==> src/rtl/node_link_pkg.sv <==
// Shared types and constants for the node<->router byte-serial link.
package node_link_pkg;

    localparam int PKT_BYTES = 4;
    localparam int BYTE_W    = 8;

    typedef struct packed {
        logic [3:0]  source_id;
        logic [3:0]  dest_id;
        logic [23:0] data;
    } pkt_t;

    typedef enum logic [1:0] {
        TX_IDLE,
        TX_B1,
        TX_B2,
        TX_B3
    } tx_state_t;

    typedef enum logic [1:0] {
        RX_IDLE,
        RX_R1,
        RX_R2,
        RX_R3
    } rx_state_t;

    // First byte on the wire: source in the high nibble, destination in the low.
    function automatic logic [BYTE_W-1:0] hdr_byte(input pkt_t p);
        return {p.source_id, p.dest_id};
    endfunction

endpackage

==> src/rtl/node_link_fifo.sv <==
// Packet FIFO for the TX queue; extra pointer MSB distinguishes full from empty.
module pkt_fifo
    import node_link_pkg::*;
#(
    parameter int DEPTH = 4
) (
    input  logic clk,
    input  logic rst_b,
    input  logic we,
    input  pkt_t wdata,
    input  logic re,
    output pkt_t rdata,
    output logic full,
    output logic empty
);

    localparam int AW = $clog2(DEPTH);

    logic [AW:0] wr_ptr;
    logic [AW:0] rd_ptr;
    pkt_t        mem [DEPTH];

    assign full  = (wr_ptr[AW] != rd_ptr[AW]) && (wr_ptr[AW-1:0] == rd_ptr[AW-1:0]);
    assign empty = (wr_ptr == rd_ptr);
    assign rdata = mem[rd_ptr[AW-1:0]];

    // Pointer update; writes into a full FIFO are ignored.
    always_ff @(posedge clk or posedge rst_b) begin
        // NOTE: reset is active-high here, so the sensitivity edge is posedge rst_b.
        if (rst_b) begin
            wr_ptr <= '0;
            rd_ptr <= '0;
        end else begin
            // NOTE: non-blocking assignments so every register samples pre-edge values.
            if (we && !full)
                wr_ptr <= wr_ptr + 1'b1;
            if (re && !empty)
                rd_ptr <= rd_ptr + 1'b1;
        end
    end

    // Storage write.
    always_ff @(posedge clk) begin
        // NOTE: storage is not reset; the pointers alone define which entries are valid.
        if (we && !full)
            mem[wr_ptr[AW-1:0]] <= wdata;
    end

endmodule

==> src/rtl/node_link.sv <==
// Node-side link endpoint: queued TX serializer and RX deserializer with valid/ack.
module node_link
    import node_link_pkg::*;
#(
    parameter int NODEID   = 0,
    parameter int TX_DEPTH = 4
) (
    input  logic              clk,
    input  logic              rst_b,
    input  pkt_t              tx_pkt,
    input  logic              tx_valid,
    output logic              tx_ready,
    input  logic              free_in,
    output logic              put_out,
    output logic [BYTE_W-1:0] payload_out,
    input  logic              put_in,
    input  logic [BYTE_W-1:0] payload_in,
    output logic              free_out,
    output pkt_t              rx_pkt,
    output logic              rx_valid,
    input  logic              rx_ack,
    output logic              tx_busy
);

    localparam logic [3:0] NODE_ID4 = 4'(NODEID);

    // ---------------- TX path ----------------
    pkt_t      enq_pkt;
    pkt_t      head_pkt;
    logic      fifo_full;
    logic      fifo_empty;
    logic      deq;
    tx_state_t tx_state;
    tx_state_t tx_nxt;
    logic [23:0] tx_data;

    // Stamp this node's ID into every packet as it enters the queue.
    always_comb begin
        enq_pkt           = tx_pkt;
        enq_pkt.source_id = NODE_ID4;
    end

    assign tx_ready = !fifo_full;

    pkt_fifo #(.DEPTH(TX_DEPTH)) u_tx_fifo (
        .clk   (clk),
        .rst_b (rst_b),
        .we    (tx_valid && tx_ready),
        .wdata (enq_pkt),
        .re    (deq),
        .rdata (head_pkt),
        .full  (fifo_full),
        .empty (fifo_empty)
    );

    // TX next state and wire outputs; byte0 goes out in the same cycle as the dequeue.
    always_comb begin
        // NOTE: every output gets a default first so no path can infer a latch.
        tx_nxt      = tx_state;
        deq         = 1'b0;
        put_out     = 1'b0;
        payload_out = '0;
        tx_busy     = 1'b0;
        case (tx_state)
            TX_IDLE: begin
                if (!fifo_empty && free_in) begin
                    deq         = 1'b1;
                    put_out     = 1'b1;
                    payload_out = hdr_byte(head_pkt);
                    tx_busy     = 1'b1;
                    tx_nxt      = TX_B1;
                end
            end
            TX_B1: begin
                put_out     = 1'b1;
                payload_out = tx_data[23:16];
                tx_busy     = 1'b1;
                tx_nxt      = TX_B2;
            end
            TX_B2: begin
                put_out     = 1'b1;
                payload_out = tx_data[15:8];
                tx_busy     = 1'b1;
                tx_nxt      = TX_B3;
            end
            TX_B3: begin
                // IDLE re-checks the queue combinationally, so a waiting packet
                // starts on the very next cycle without a gap.
                put_out     = 1'b1;
                payload_out = tx_data[7:0];
                tx_busy     = 1'b1;
                tx_nxt      = TX_IDLE;
            end
            default: tx_nxt = TX_IDLE;
        endcase
    end

    // TX state register and payload holding register.
    always_ff @(posedge clk or posedge rst_b) begin
        if (rst_b) begin
            tx_state <= TX_IDLE;
            tx_data  <= '0;
        end else begin
            tx_state <= tx_nxt;
            if (deq)
                tx_data <= head_pkt.data;
        end
    end

    // ---------------- RX path ----------------
    rx_state_t   rx_state;
    rx_state_t   rx_nxt;
    logic        rx_done;
    logic [7:0]  rx_hdr;
    logic [7:0]  rx_hi;
    logic [7:0]  rx_mid;

    // RX next state; a gap mid-burst drops the partial packet.
    always_comb begin
        rx_nxt  = rx_state;
        rx_done = 1'b0;
        case (rx_state)
            RX_IDLE: if (put_in && free_out) rx_nxt = RX_R1;
            RX_R1:   rx_nxt = put_in ? RX_R2 : RX_IDLE;
            RX_R2:   rx_nxt = put_in ? RX_R3 : RX_IDLE;
            RX_R3: begin
                rx_done = put_in;
                rx_nxt  = RX_IDLE;
            end
            default: rx_nxt = RX_IDLE;
        endcase
    end

    // RX state, byte capture, holding register and registered free flag.
    always_ff @(posedge clk or posedge rst_b) begin
        if (rst_b) begin
            rx_state <= RX_IDLE;
            rx_hdr   <= '0;
            rx_hi    <= '0;
            rx_mid   <= '0;
            rx_pkt   <= '0;
            rx_valid <= 1'b0;
            free_out <= 1'b1;
        end else begin
            rx_state <= rx_nxt;
            free_out <= !rx_valid || rx_ack;
            case (rx_state)
                RX_IDLE: if (put_in && free_out) rx_hdr <= payload_in;
                RX_R1:   if (put_in) rx_hi  <= payload_in;
                RX_R2:   if (put_in) rx_mid <= payload_in;
                default: ;
            endcase
            if (rx_done) begin
                rx_pkt   <= {rx_hdr, rx_hi, rx_mid, payload_in};
                rx_valid <= 1'b1;
            end else if (rx_ack) begin
                rx_valid <= 1'b0;
            end
        end
    end

endmodule

==> config.mk <==
export PLATFORM = sky130hd
export DESIGN_NAME = node_link
export DESIGN_NICKNAME = d
export VERILOG_FILES = /design/src/rtl/node_link_pkg.sv /design/src/rtl/node_link_fifo.sv /design/src/rtl/node_link.sv
export SDC_FILE = /design/constraint.sdc
export NUM_CORES = 1
export LEC_CHECK = 0
export ABC_AREA = 0
export CAP_MARGIN = 20
export CORE_ASPECT_RATIO = 1.25
export CORE_UTILIZATION = 51
export CTS_CLUSTER_DIAMETER = 80
export CTS_CLUSTER_SIZE = 25
export DETAILED_ROUTE_END_ITERATION = 8
export PLACE_DENSITY = 0.73
export SLEW_MARGIN = 20
export SYNTH_ARGS = -nofsm -noshare
export SYNTH_HDL_FRONTEND = slang
export SYNTH_HIERARCHICAL = 1
export SYNTH_SLANG_ARGS = --single-unit
==> constraint.sdc <==
create_clock -name clk -period 3.82 [get_ports clk]
set_input_delay 0.764 -clock clk [delete_from_list [all_inputs] [get_ports clk]]
set_output_delay 0.764 -clock clk [all_outputs]
set_load 0.005 [all_outputs]
==> results.py <==
metrics = {
    "cts": {
        "cts_buffers": 12,
        "path_clk_slew_ns": 0.10,
        "cts_sinks": 220,
        "cts.repair.resized": 0,
        "cts_tree": "built",
        "postCtsSetupRepairBufs": 0,
        "clock_latency_ns": 0.47,
        "clockBufferDepth": 3,
        "hold_buffers": 0,
        "cts_root_buf": "clkbuf_16",
        "h-tree-depth": 1,
    },
    "timing": {
        "grt_setup_unrepaired": "no",
        "period_share_pct": 91.9,
        "worst_slew_pin_slew_ns": 0.979,
        "setup_tns_ns": 0,
        "drv_slew": 0,
        "timing.fmax_ghz": 0.285,
        "holdWs_ns": 0.429,
        "hold_viol_final": 0,
        "min_period_ns": 3.51,
        "finalClockSkew_ns": 0.00829,
        "slew_headroom_pct": 34.7,
        "setup_viol": 0,
    },
    "yosys": {
        "ys_top_cells_by_area": "edfxtp_1 (43%), dfrtp_1 (26%), mux4_2 (8.2%)",
        "syn_inst": 450,
        "syn_area_per_cell_sq_um": 19.6,
        "synth_top_family_by_area": "multiplexers",
        "syn-cell-area_sq_um": 8840,
        "yosysSeqAreaShare_pct": 69.6,
        "post-synth-top-area-cell": "edfxtp_1",
        "yosysTopAreaCellShare_pct": 43.5,
        "muxShareOfSynthArea_pct": 20.4,
        "ys_async_sr_fraction_pct": 41.8,
        "ys_types": 38,
        "synth-xor-area-share_pct": 1.25,
        "synth_most_common_cell": "edfxtp_1",
        "ys_top_cells_by_count": "edfxtp_1 (128), dfrtp_1 (91), mux2_4 (42), mux2_2 (39), mux4_2 (32)",
        "synth-seq-cells": 220,
        "synth_fa_ha_area_share_pct": 1.42,
        "synth_edf_count": 128,
        "synth-simple-area-share_pct": 1.97,
        "yosysWarnings": 6,
        "synth_compound_area_share_pct": 2.97,
        "ys.flop_type": "edfxtp_1",
    },
    "grt": {
        "grt_max_degree": 38,
        "grt_usage_pct": 18.2,
        "grt_pass1_wl_mm": 24.5,
        "grt_pass1_vias": 4508,
        "antenna_found_initial": 0,
        "grt-ovfl-total": 0,
    },
    "die": {
        "dieArea_sq_um": 17900,
        "fp.dieW_microns": 120,
        "row_count": 53,
        "chipHeight_microns": 149,
        "initial_core_util_pct": 52.3,
        "ios": 91,
        "fp.coreArea_sq_um": 16900,
    },
    "drt": {
        "ant_nets": 0,
        "vias": 4260,
        "first_pass_iters": 4,
        "dr.first_iter.drc_count": 283,
        "drc": 0,
        "wire_per_inst_microns": 19.8,
        "routed_wl_mm": 15.5,
        "via_per_inst": 5.46,
    },
    "worst_setup_path": {
        "crit_path_end_kind": "output port",
        "critPathRequiredTime_ns": 3.06,
        "path_class": "reg2out",
        "cp-start-kind": "flip-flop",
        "worstPathArrival_ns": 2.75,
        "cp_max_fo": 9,
    },
    "final_layout": {
        "n_antenna_cell": 0,
        "finish.instance_area_sq_um": 10300,
        "post-route-util_pct": 60.9,
        "n_fill_cell": 1223,
        "drive_above_1_share_pct": 27.1,
        "nNetsFinal": 610,
        "area.growth.synth_to_final_pct": 16.5,
    },
    "placement": {
        "io_buffers": 86,
        "dp_hpwl_mm": 10.3,
        "place_congestion": 0.752,
        "post_dp_cell_area_sq_um": 9940,
    },
    "flow_run": {
        "max_cap_viol_count": 0,
    },
    "pwr": {
        "p_total_w": 0.00806,
        "vdd_ir_drop_max_v": 0.000443,
        "power-per-cell-area_nw_per_um2": 783,
        "p_leak_nw": 3.97,
    },
    "min_path": {
        "hp-class": "reg2reg",
    },
    "status": {
        "status": "finished clean",
    },
}
[power by group]
part | switching, W | internal, W
Sequential | 0.000376 | 0.00334
Combinational | 0.00129 | 0.00171
Clock | 0.000703 | 0.000636
Total | 0.00237 | 0.00569
[worst paths after layout]
| kind | from | to | slack [ns] | cells past startpoint |
|---|---|---|---|---|
| max | u_tx_fifo/rd_ptr[2] | payload_out[1] | 0.31 | 6 |
| min | rx_valid | free_out | 0.43 | 1 |
| max reg2reg | u_tx_fifo/rd_ptr[1] | u_tx_fifo/mem[3][11] | 0.89 | 8 |
| min reg2reg | rx_valid | free_out | 0.43 | 1 |
| max in group asynchronous | rst_b | rx_hdr[1] | 2.36 | 3 |
| min in group asynchronous | rst_b | u_tx_fifo/wr_ptr[1] | 0.57 | 2 |
[logic make-up after synthesis]
| family | after synthesis |
|---|---|
| other cells | 1 |
| xor+xnor | 10 |
| mux | 114 |
| buf+inv | 32 |
| flops | 220 |
| fa+ha+maj | 10 |
| compound gates | 37 |
| simple gates | 26 |
[critical path, stage by stage, from the launching register on]
cell and delay (ns):
dfrtp_1 0.46, xor2_2 0.40, nor3_1 0.14, nor2b_2 0.44
a21oi_1 0.14, a21oi_1 0.17, clkdlybuf4s50_1 0.53
[placed cells by master, fill, tap and decap left out, types with 2 or more instances in the layout]
master	instances
nand3b_2	2
a21oi_1	20
clkbuf_16	13
edfxtp_1	128
xnor2_1	4
a211oi_2	2
mux2_4	42
mux2_2	39
xor2_2	2
dfrtp_1	90
nand2_1	5
and2_1	2
nand3_2	2
inv_1	11
a222oi_1	8
o31ai_1	4
nand2b_1	4
and3_1	3
mux4_2	32
xor2_1	3
buf_4	9
clkdlybuf4s50_1	86
ha_1	10
conb_1	16
clkbuf_1	6
nor2_1	2
[per-layer routing]
| metal | global-route usage (%) | up-vias | routed length, microns |
|---|---|---|---|
| met5 | 0 | - | 0 |
| met4 | 7.06 | 0 | 507 |
| met3 | 2.18 | 31 | 624 |
| met2 | 33.1 | 124 | 8160 |
| met1 | 22.0 | 2183 | 6170 |
| li1 | - | 1922 | - |
[cell type report]
cell class / instances / area (sq um) / area share (%)
Clock buffer: 19 / 348 / 3.38
Inverter: 12 / 46.3 / 0.450
Clock inverter: 1 / 7.51 / 0.0729
Tap cell: 220 / 275 / 2.67
Multi-Input combinational cell: 213 / 2540 / 24.7
Timing Repair Buffer: 95 / 928 / 9.02
Sequential cell: 220 / 6150 / 59.7
[metrics by stage]
| stage | cells | setup WS (ns) |
|---|---|---|
| after floorplan | 465 | 0.836 |
| after global placement | 760 | 0.570 |
| after detailed placement | 760 | 0.507 |
| after CTS | 780 | 0.277 |
| after global routing | 780 | 0.162 |
| final | 780 | 0.308 |
[flip-flops by register name, summed over array words and instances (netlist names)]
register and cells:
u_tx_fifo/mem 128, rx_pkt 32, tx_data 24, rx_hdr 8, rx_hi 8, rx_mid 8
u_tx_fifo/rd_ptr 3, u_tx_fifo/wr_ptr 3, rx_state 2, tx_state 2, free_out 1, rx_valid 1
No activity file was read; power rests on OpenSTA's default activity.
